==> src/rtl/memwr_uart_monitor.sv <==
// memwr_uart_monitor: queues every {address,data} change from the datapath and streams it as a 7-byte 8N1 UART frame.
// Define MEMWR_MON_ADDR_FILTER_EN to queue only changes whose address lies within ADDR_LO..ADDR_HI.
module memwr_uart_monitor #(
    parameter int         CLKS_PER_BIT = 434,
    parameter int         DEPTH        = 16,
    parameter logic [7:0] SYNC_BYTE    = 8'hA5,
    parameter logic [8:0] ADDR_LO      = 9'd0,
    parameter logic [8:0] ADDR_HI      = 9'd511
) (
    input  logic                     clk,
    input  logic                     reset,
    input  logic                     enable,
    input  logic [8:0]               extmemaddress,
    input  logic [31:0]              extmemdata,
    output logic                     tx,
    output logic                     busy,
    output logic                     overflow,
    output logic [$clog2(DEPTH):0]   fifo_count
);
    localparam int AW = $clog2(DEPTH);
    localparam int BW = $clog2(CLKS_PER_BIT + 1);
    localparam logic [AW:0] FULL_CNT = DEPTH[AW:0];
`ifdef MEMWR_MON_ADDR_FILTER_EN
    localparam bit FILTER_EN = 1'b1;
`else
    localparam bit FILTER_EN = 1'b0;
`endif
    typedef enum logic [1:0] {IDLE, START, DATA, STOP} state_t;
    state_t        state;
    logic [40:0]   mem [DEPTH];
    logic [40:0]   prev, frame, cur;
    logic [AW-1:0] wr_ptr, rd_ptr;
    logic [BW-1:0] baud;
    logic [2:0]    byte_idx, bit_idx;
    logic [55:0]   frame_bytes;
    logic [7:0]    cur_byte;
    logic          change, in_range, qualify, full, pop, push, baud_done;
    always_comb begin
        cur         = {extmemaddress, extmemdata};
        change      = enable && (cur != prev);
        in_range    = !FILTER_EN || (extmemaddress >= ADDR_LO && extmemaddress <= ADDR_HI);
        qualify     = change && in_range;
        full        = fifo_count == FULL_CNT;
        pop         = (state == IDLE) && (fifo_count != '0);
        push        = qualify && (!full || pop);
        baud_done   = baud == BW'(CLKS_PER_BIT - 1);
        frame_bytes = {SYNC_BYTE, 7'b0, frame};
        cur_byte    = 8'(frame_bytes >> {3'd6 - byte_idx, 3'b000});
        busy        = (state != IDLE) || (fifo_count != '0);
    end
    // prev follows every enabled change, even when the entry is filtered or dropped
    always_ff @(posedge clk or posedge reset) begin
        if (reset) begin
            prev       <= '0;
            wr_ptr     <= '0;
            rd_ptr     <= '0;
            fifo_count <= '0;
            overflow   <= 1'b0;
        end else begin
            if (change) prev <= cur;
            if (push) wr_ptr <= wr_ptr + 1'b1;
            if (pop) rd_ptr <= rd_ptr + 1'b1;
            fifo_count <= fifo_count + {{AW{1'b0}}, push} - {{AW{1'b0}}, pop};
            if (qualify && full && !pop) overflow <= 1'b1;
        end
    end
    always_ff @(posedge clk) begin
        if (push) mem[wr_ptr] <= cur;
    end
    always_ff @(posedge clk or posedge reset) begin
        if (reset) begin
            state    <= IDLE;
            tx       <= 1'b1;
            frame    <= '0;
            baud     <= '0;
            byte_idx <= '0;
            bit_idx  <= '0;
        end else begin
            case (state)
                IDLE: if (pop) begin
                    frame    <= mem[rd_ptr];
                    byte_idx <= '0;
                    baud     <= '0;
                    tx       <= 1'b0;
                    state    <= START;
                end
                START: if (baud_done) begin
                    baud    <= '0;
                    bit_idx <= '0;
                    tx      <= cur_byte[0];
                    state   <= DATA;
                end else baud <= baud + 1'b1;
                DATA: if (baud_done) begin
                    baud <= '0;
                    if (bit_idx == 3'd7) begin
                        tx    <= 1'b1;
                        state <= STOP;
                    end else begin
                        bit_idx <= bit_idx + 3'd1;
                        tx      <= cur_byte[bit_idx + 3'd1];
                    end
                end else baud <= baud + 1'b1;
                STOP: if (baud_done) begin
                    baud <= '0;
                    if (byte_idx != 3'd6) begin
                        byte_idx <= byte_idx + 3'd1;
                        tx       <= 1'b0;
                        state    <= START;
                    end else state <= IDLE;
                end else baud <= baud + 1'b1;
                default: state <= IDLE;
            endcase
        end
    end
endmodule

==> config.mk <==
export PLATFORM = sky130hd
export DESIGN_NAME = memwr_uart_monitor
export DESIGN_NICKNAME = d
export VERILOG_FILES = /design/src/rtl/memwr_uart_monitor.sv
export SDC_FILE = /design/constraint.sdc
export NUM_CORES = 1
export LEC_CHECK = 0
export ABC_AREA = 1
export CAP_MARGIN = 20
export CORE_MARGIN = 2
export CORE_UTILIZATION = 60
export DETAILED_ROUTE_END_ITERATION = 10
export GPL_TIMING_DRIVEN = 0
export HOLD_SLACK_MARGIN = 0.15
export MAX_ROUTING_LAYER = met4
export PLACE_DENSITY = 0.77
export SLEW_MARGIN = 30
export SYNTH_ARGS = -nofsm -noshare
export SYNTH_HDL_FRONTEND = slang
export SYNTH_SLANG_ARGS = --single-unit
==> constraint.sdc <==
create_clock -name clk -period 6.45 [get_ports clk]
set_clock_uncertainty 0.2 [all_clocks]
set_input_delay 1.29 -clock clk [delete_from_list [all_inputs] [get_ports clk]]
set_output_delay 1.29 -clock clk [all_outputs]
set_load 0.02 [all_outputs]
==> flow_metrics.tcl <==
set metrics [dict create \
    status "finished clean" \
    max_cap_viol_count 0 \
    gp_congestion 0.968 \
    endpoint_kind "flop" \
    totalWireLength_mm 92.1 \
    grt_max_degree 85 \
    drtIter0Drc 3718 \
    critPathArrivalTime_ps 5630 \
    drc 0 \
    final.setup.tns_ps 0 \
    grt_first_pass_wirelength_mm 136 \
    rr_startpoint "prev[11]" \
    dp_cells 3310 \
    ys_warn_count 0 \
    rows 83 \
    netSwitchingPower_w 0.00268 \
    critPathMaxFanout 18 \
    required_ps 6790 \
    grt_overflow_total 0 \
    drv_slew 0 \
    hpwl_mm 61.4 \
    synthCells 2538 \
    hp-start "tx" \
    slew_headroom_pct 24.7 \
    seq_area_um2 22600 \
    numPortBuffers 51 \
    worst-setup-path-type "input port to flop" \
    power_frac_comb_pct 9.3 \
    avgSynthCellArea_um2 12.3 \
    hold_depth 2 \
    min_period_over_period_pct 81.9 \
    hold_buffers 0 \
    root_buffer "clkbuf_16" \
    routedWlPerCell_um 26.7 \
    die-area_um2 53900 \
    clock_sinks 770 \
    io_pins 52 \
    netlist_area_um2 31200 \
    nNetsFinal 2776 \
    diodes 0 \
    hold_viol 0 \
    finalSetupViolations 0 \
    min_to "tx" \
    grt_usage_pct 35.7 \
    fin_total_pwr_w 0.0113 \
    rsz0062_at_grt "no" \
    fillers 3304 \
    timing.fmax_mhz 189 \
    grt_pass1_vias 22100 \
    synth-seq-cells 770 \
    clockBufferDepth 3 \
    cts-resized-gates 0 \
    sw_frac_of_total_pct 23.7 \
    hold_path_class "flop to flop" \
    drive_gt1_share_pct 8.74 \
    r2r-end "fifo_count[4]" \
    syn2layout_area_growth_pct 15.8 \
    drtPass1Iterations 6 \
    r2r_slack_ps 2430 \
    core_region_area_um2 51400 \
    clkLatencyLatePin_ps 640 \
    via_per_inst 6.57 \
    vias 22600 \
    syn-num-nets 2605 \
    powerDensity_nw_per_um2 313 \
    grt_antenna_before_repair 2 \
    h-tree-depth 3 \
    die_w_um 232 \
    yosysSeqAreaShare_pct 72.2 \
    worst_pin_slew_ps 1130 \
    start_util_pct 60.8 \
    post_cts_buffers 0 \
    leakagePower_nw 12.5 \
    multiInputGateArea_um2 7720 \
    intPower_w 0.00864 \
    finalNonFillerCells 3449 \
    fp.dieH_um 232 \
    power.share.sequential_pct 52.4 \
    clock_power_share_pct 38.3 \
    clk_pin_slew_ps 60 \
    ir_drop_mv 0.205 \
    cts_tree "built" \
    startpoint_type "input port" \
    cts_buffers 77 \
    yosys.cell_types.count 34 \
    antenna_left 0 \
    fin_crit_ps 5280 \
    rr_worst_depth 16 \
]
cell type report:
| class | instances | area share [%] |
|---|---|---|
| Buffer | 162 | 2.12 |
| Clock buffer | 105 | 5.93 |
| Clock inverter | 34 | 0.764 |
| Inverter | 86 | 0.913 |
| Multi-Input combinational cell | 1520 | 21.3 |
| Sequential cell | 770 | 62.3 |
| Tap cell | 680 | 2.35 |
| Timing Repair Buffer | 92 | 4.25 |
worst max-delay path, stage by stage:
cell,delay [ps]
clkdlybuf4s50_1,1150
xor2_1,290
nor4_1,250
nand2_1,140
nor2_1,190
nand3_2,180
nand3_1,160
buf_2,530
ha_1,230
inv_1,40
ha_1,200
fa_1,440
a21oi_1,180
nor2_1,60
nor2_1,100
xor2_1,150
kinds of logic after synthesis:
kind of cell / after synthesis / share of synthesized area [%]
xor+xnor: 46 / 1.29
fa+ha+maj: 23 / 0.945
buf+inv: 248 / 3.48
flops: 770 / 72.2
compound gates: 633 / 11.8
simple gates: 818 / 10.3
layer usage:
layer / share of wire, % / routed length (µm) / up-vias / global-route usage (%)
met2: 47 / 43200 / 1861 / 54.8
met4: 4.7 / 4310 / 0 / 16.2
met5: 0 / 0 / - / -
li1: - / - / 9564 / -
met3: 14 / 12700 / 283 / 7.93
met1: 35 / 31900 / 10900 / 46.0
placed cells by master, fill, tap and decap left out, types with 21 or more instances in the layout:
| cell | count |
|---|---|
| buf_4 | 21 |
| xor2_1 | 33 |
| buf_16 | 34 |
| nor2_1 | 447 |
| o221ai_1 | 84 |
| o21ai_1 | 22 |
| a31oi_1 | 32 |
| clkbuf_16 | 79 |
| edfxtp_1 | 656 |
| buf_2 | 36 |
| o22ai_1 | 89 |
| o21ai_0 | 383 |
| inv_1 | 81 |
| clkdlybuf4s50_1 | 48 |
| nand2_1 | 255 |
| dfrtp_1 | 113 |
| clkbuf_1 | 120 |
| nand3_1 | 73 |
| ha_1 | 22 |
cell usage after synthesis:
| master | number | area [µm²] |
|---|---|---|
| nand2_1 | 255 | 957 |
| o21bai_1 | 1 | 7.51 |
| ha_1 | 22 | 275 |
| dfstp_2 | 1 | 26.3 |
| nor4_1 | 4 | 25.0 |
| xnor2_1 | 13 | 114 |
| xor2_1 | 33 | 289 |
| o221ai_1 | 84 | 736 |
| buf_1 | 2 | 7.51 |
| o32ai_1 | 2 | 17.5 |
| nand2_2 | 1 | 6.26 |
| inv_2 | 2 | 7.51 |
| buf_6 | 5 | 56.3 |
| fa_1 | 1 | 20.0 |
| o21ai_0 | 383 | 1920 |
| o31ai_1 | 1 | 7.51 |
| a21oi_1 | 9 | 45.0 |
| clkinv_1 | 2 | 7.51 |
| buf_2 | 33 | 165 |
| edfxtp_1 | 656 | 19700 |
| buf_4 | 21 | 158 |
| nor2_1 | 463 | 1740 |
| o21ai_1 | 22 | 110 |
| nand3_2 | 1 | 10.0 |
| nand3_1 | 73 | 365 |
| nand4_1 | 13 | 81.3 |
| inv_1 | 82 | 308 |
| clkbuf_1 | 101 | 379 |
| nor3_1 | 5 | 25.0 |
| or2_2 | 3 | 18.8 |
| a31oi_1 | 32 | 200 |
| o22ai_1 | 89 | 557 |
| a22oi_1 | 10 | 75.1 |
| dfrtp_1 | 113 | 2830 |
registers in the layout, summed over array words and instances, names as in the netlist:
register and count:
mem 656, frame 41, prev 41, baud 9, fifo_count 5, rd_ptr 4
wr_ptr 4, bit_idx 3, byte_idx 3, state 2, overflow 1, tx 1
power by group through the flow:
stage,clock (W),sequential [W],combinational [W]
after CTS,0.00433,0.00593,0.00103
after floorplan,0,0.00604,0.000446
after global placement,0,0.00606,0.000801
after detailed placement,0,0.00602,0.00103
final,0.00434,0.00593,0.00105
after global routing,0.00452,0.00596,0.00111
worst max path at each step:
| stage | start | endpoint | slack, ps | cells past startpoint |
|---|---|---|---|---|
| after global placement | extmemdata[11] | mem[4][22] | -1530 | 10 |
| after floorplan | extmemaddress[0] | mem[10][0] | 1890 | 10 |
| after CTS | extmemdata[11] | fifo_count[4] | 940 | 17 |
| after global routing | extmemdata[14] | fifo_count[4] | 940 | 18 |
| after detailed placement | extmemdata[11] | fifo_count[4] | 310 | 17 |
| final | extmemdata[9] | fifo_count[4] | 1170 | 16 |
through the flow:
stage          utilization [%]  setup WS, ps  cell area, µm²  hold slack, ps
2_1_floorplan                -          1890           31200             244
6_report                  70.4          1170           36200             269
3_5_place_dp              65.7           310           33800             265
5_1_grt                   70.4           941           36200             300
3_3_place_gp              63.4         -1530           32600             260
4_1_cts                   70.4           943           36200             275
(Power assumes the default switching activity.)
==> variant (config.mk and constraints unchanged) <==
Register the input `extmemdata` before use, with the module's reset. The logic sees it one clock later. The other inputs are not delayed to match.
--- a/src/rtl/memwr_uart_monitor.sv
+++ b/src/rtl/memwr_uart_monitor.sv
@@ -26,6 +26,17 @@
     localparam bit FILTER_EN = 1'b0;
 `endif
     typedef enum logic [1:0] {IDLE, START, DATA, STOP} state_t;
+
+    logic [31:0] extmemdata_q;
+
+    always_ff @(posedge clk or posedge reset) begin
+        if (reset) begin
+            extmemdata_q <= '0;
+        end else begin
+            extmemdata_q <= extmemdata;
+        end
+    end
+
     state_t        state;
     logic [40:0]   mem [DEPTH];
     logic [40:0]   prev, frame, cur;
@@ -36,7 +47,7 @@
     logic [7:0]    cur_byte;
     logic          change, in_range, qualify, full, pop, push, baud_done;
     always_comb begin
-        cur         = {extmemaddress, extmemdata};
+        cur         = {extmemaddress, extmemdata_q};
         change      = enable && (cur != prev);
         in_range    = !FILTER_EN || (extmemaddress >= ADDR_LO && extmemaddress <= ADDR_HI);
         qualify     = change && in_range;
Check against the original RTL: not equivalent (a bounded check fails within 4 cycles, from zero or initial values and one cycle with reset high).
==> variant against the unedited design <==
  * Routed wire length is 4.8% higher
  * First-iteration DRC count is 3.6% lower
  * Critical endpoint unchanged
  * Highest routed layer unchanged
  * Power is 5.6% higher
  * Worst setup slack worse by 170 ps
  * Synthesized area is 2.7% higher
  * Cell area is 2.8% higher
  * Sequential cell count is 32 higher
==> variant: results (changes against the unedited design) <==
| Metric | Value |
|---|---|
| Status | `finished clean (unchanged)` |
| Synth area leaders | `edfxtp_1 61%, dfrtp_1 11%, o21ai_0 5.7% (was edfxtp_1 63%, dfrtp_1 9.1%, o21ai_0 6.1%)` |
| Adder-cell share of the synthesized area | `0.920% (was 0.945%)` |
| Antenna violations before repair | `1 (was 2)` |
| Worst setup path start | `extmemaddress[0] (was extmemdata[9])` |
| Gpl congestion | `0.954 (was 0.968)` |
| Top flop regs | `mem x656, frame x41, prev x41 (unchanged)` |
| Worst VDD drop | `0.203 mV (was 0.205 mV)` |
| Share of cells above drive strength 1 | `9.84% (was 8.74%)` |
| Unique masters post-synth | `41 (was 34)` |
| CTS Buf Count | `80 (was 77)` |
| Data arrival time of the worst path | `5800 ps (was 5630 ps)` |
| Final design utilization | `70.5% (was 70.4%)` |
| Final worst slack | `997 ps (was 1170 ps)` |
| Post-synthesis mux area share | `0% (unchanged)` |
| Layout Nets | `2758 (was 2776)` |
| Total wire length | `96.5 mm (was 92.1 mm)` |
| Reg-to-reg setup timing slack | `2090 ps (was 2430 ps)` |
| Fill cells | `3362 (was 3304)` |
| Non-Filler Instances | `3443 (was 3449)` |
| Post-synth top cells | `656 x edfxtp_1, 430 x nor2_1, 363 x o21ai_0 (was 656 x edfxtp_1, 463 x nor2_1, 383 x o21ai_0)` |
| Final HPWL DP | `63.4 mm (was 61.4 mm)` |
| Syn_area_per_cell | `12.7 µm² (was 12.3 µm²)` |
| Relative slew slack | `29.6% (was 24.7%)` |
| R2r startpoint | `extmemdata_q[24] (was prev[11])` |
| Initial DRC count | `3584 (was 3718)` |
| Critical-path maximum fanout | `17 (was 18)` |
| Warnings, synthesis | `0 (unchanged)` |
| Cell Area, Placed | `34500 µm² (was 33800 µm²)` |
| Clock group | `4.77 mW (was 4.34 mW)` |
| Global-route usage over all layers | `35.9% (was 35.7%)` |
| Post-synthesis compound-gate area fraction | `11.5% (was 11.8%)` |
| Global-route wire length before repair | `141 mm (was 136 mm)` |
| Vias in the first global route | `22892 (was 22076)` |
| Async SR Flop Fraction | `18.2% (was 14.8%)` |
| Internal power | `9.19 mW (was 8.64 mW)` |
| Leak pwr | `12.8 nW (was 12.5 nW)` |
| Seq/Total Area, Yosys | `72.8% (was 72.2%)` |
| Synth Net Count | `2590 (was 2605)` |
| Max stage delay on crit path | `940 ps (was 1150 ps)` |
| Final Hold Slack | `265 ps (was 269 ps)` |
| Post-Place Setup Slack | `445 ps (was 310 ps)` |
| Switch share | `23.2% (was 23.7%)` |
| Comb power frac | `8.2% (was 9.3%)` |
## variant: cell count changes in the layout (fill, tap and decap cells not counted), moves of 20 or more
cell	delta
dfrtp_1	+31
nand2_1	-30
nand2_2	+26
nor2_1	-33
o21ai_0	-20
o221ai_1	+24
o22ai_1	-25
## variant: metal layers
| layer | global-route usage [%] | routed length [µm] |
|---|---|---|
| met1 | 43.8 | 32500 |
| met2 | 55.2 | 44900 |
| met3 | 9.50 | 13100 |
| met4 | 19.9 | 6010 |
| met5 | - | 0 |
## variant: final cells by class
type                       instances  share of cell area (%)
timing repair buffer              86                    3.87
inverter                          75                   0.777
sequential                       802                    62.8
clock buffer                     101                    5.75
clock inverter                    44                    1.40
buffer                           162                    2.15
antenna                            1                 0.00673
multi-input combinational       1484                    20.9
tap                              688                    2.31
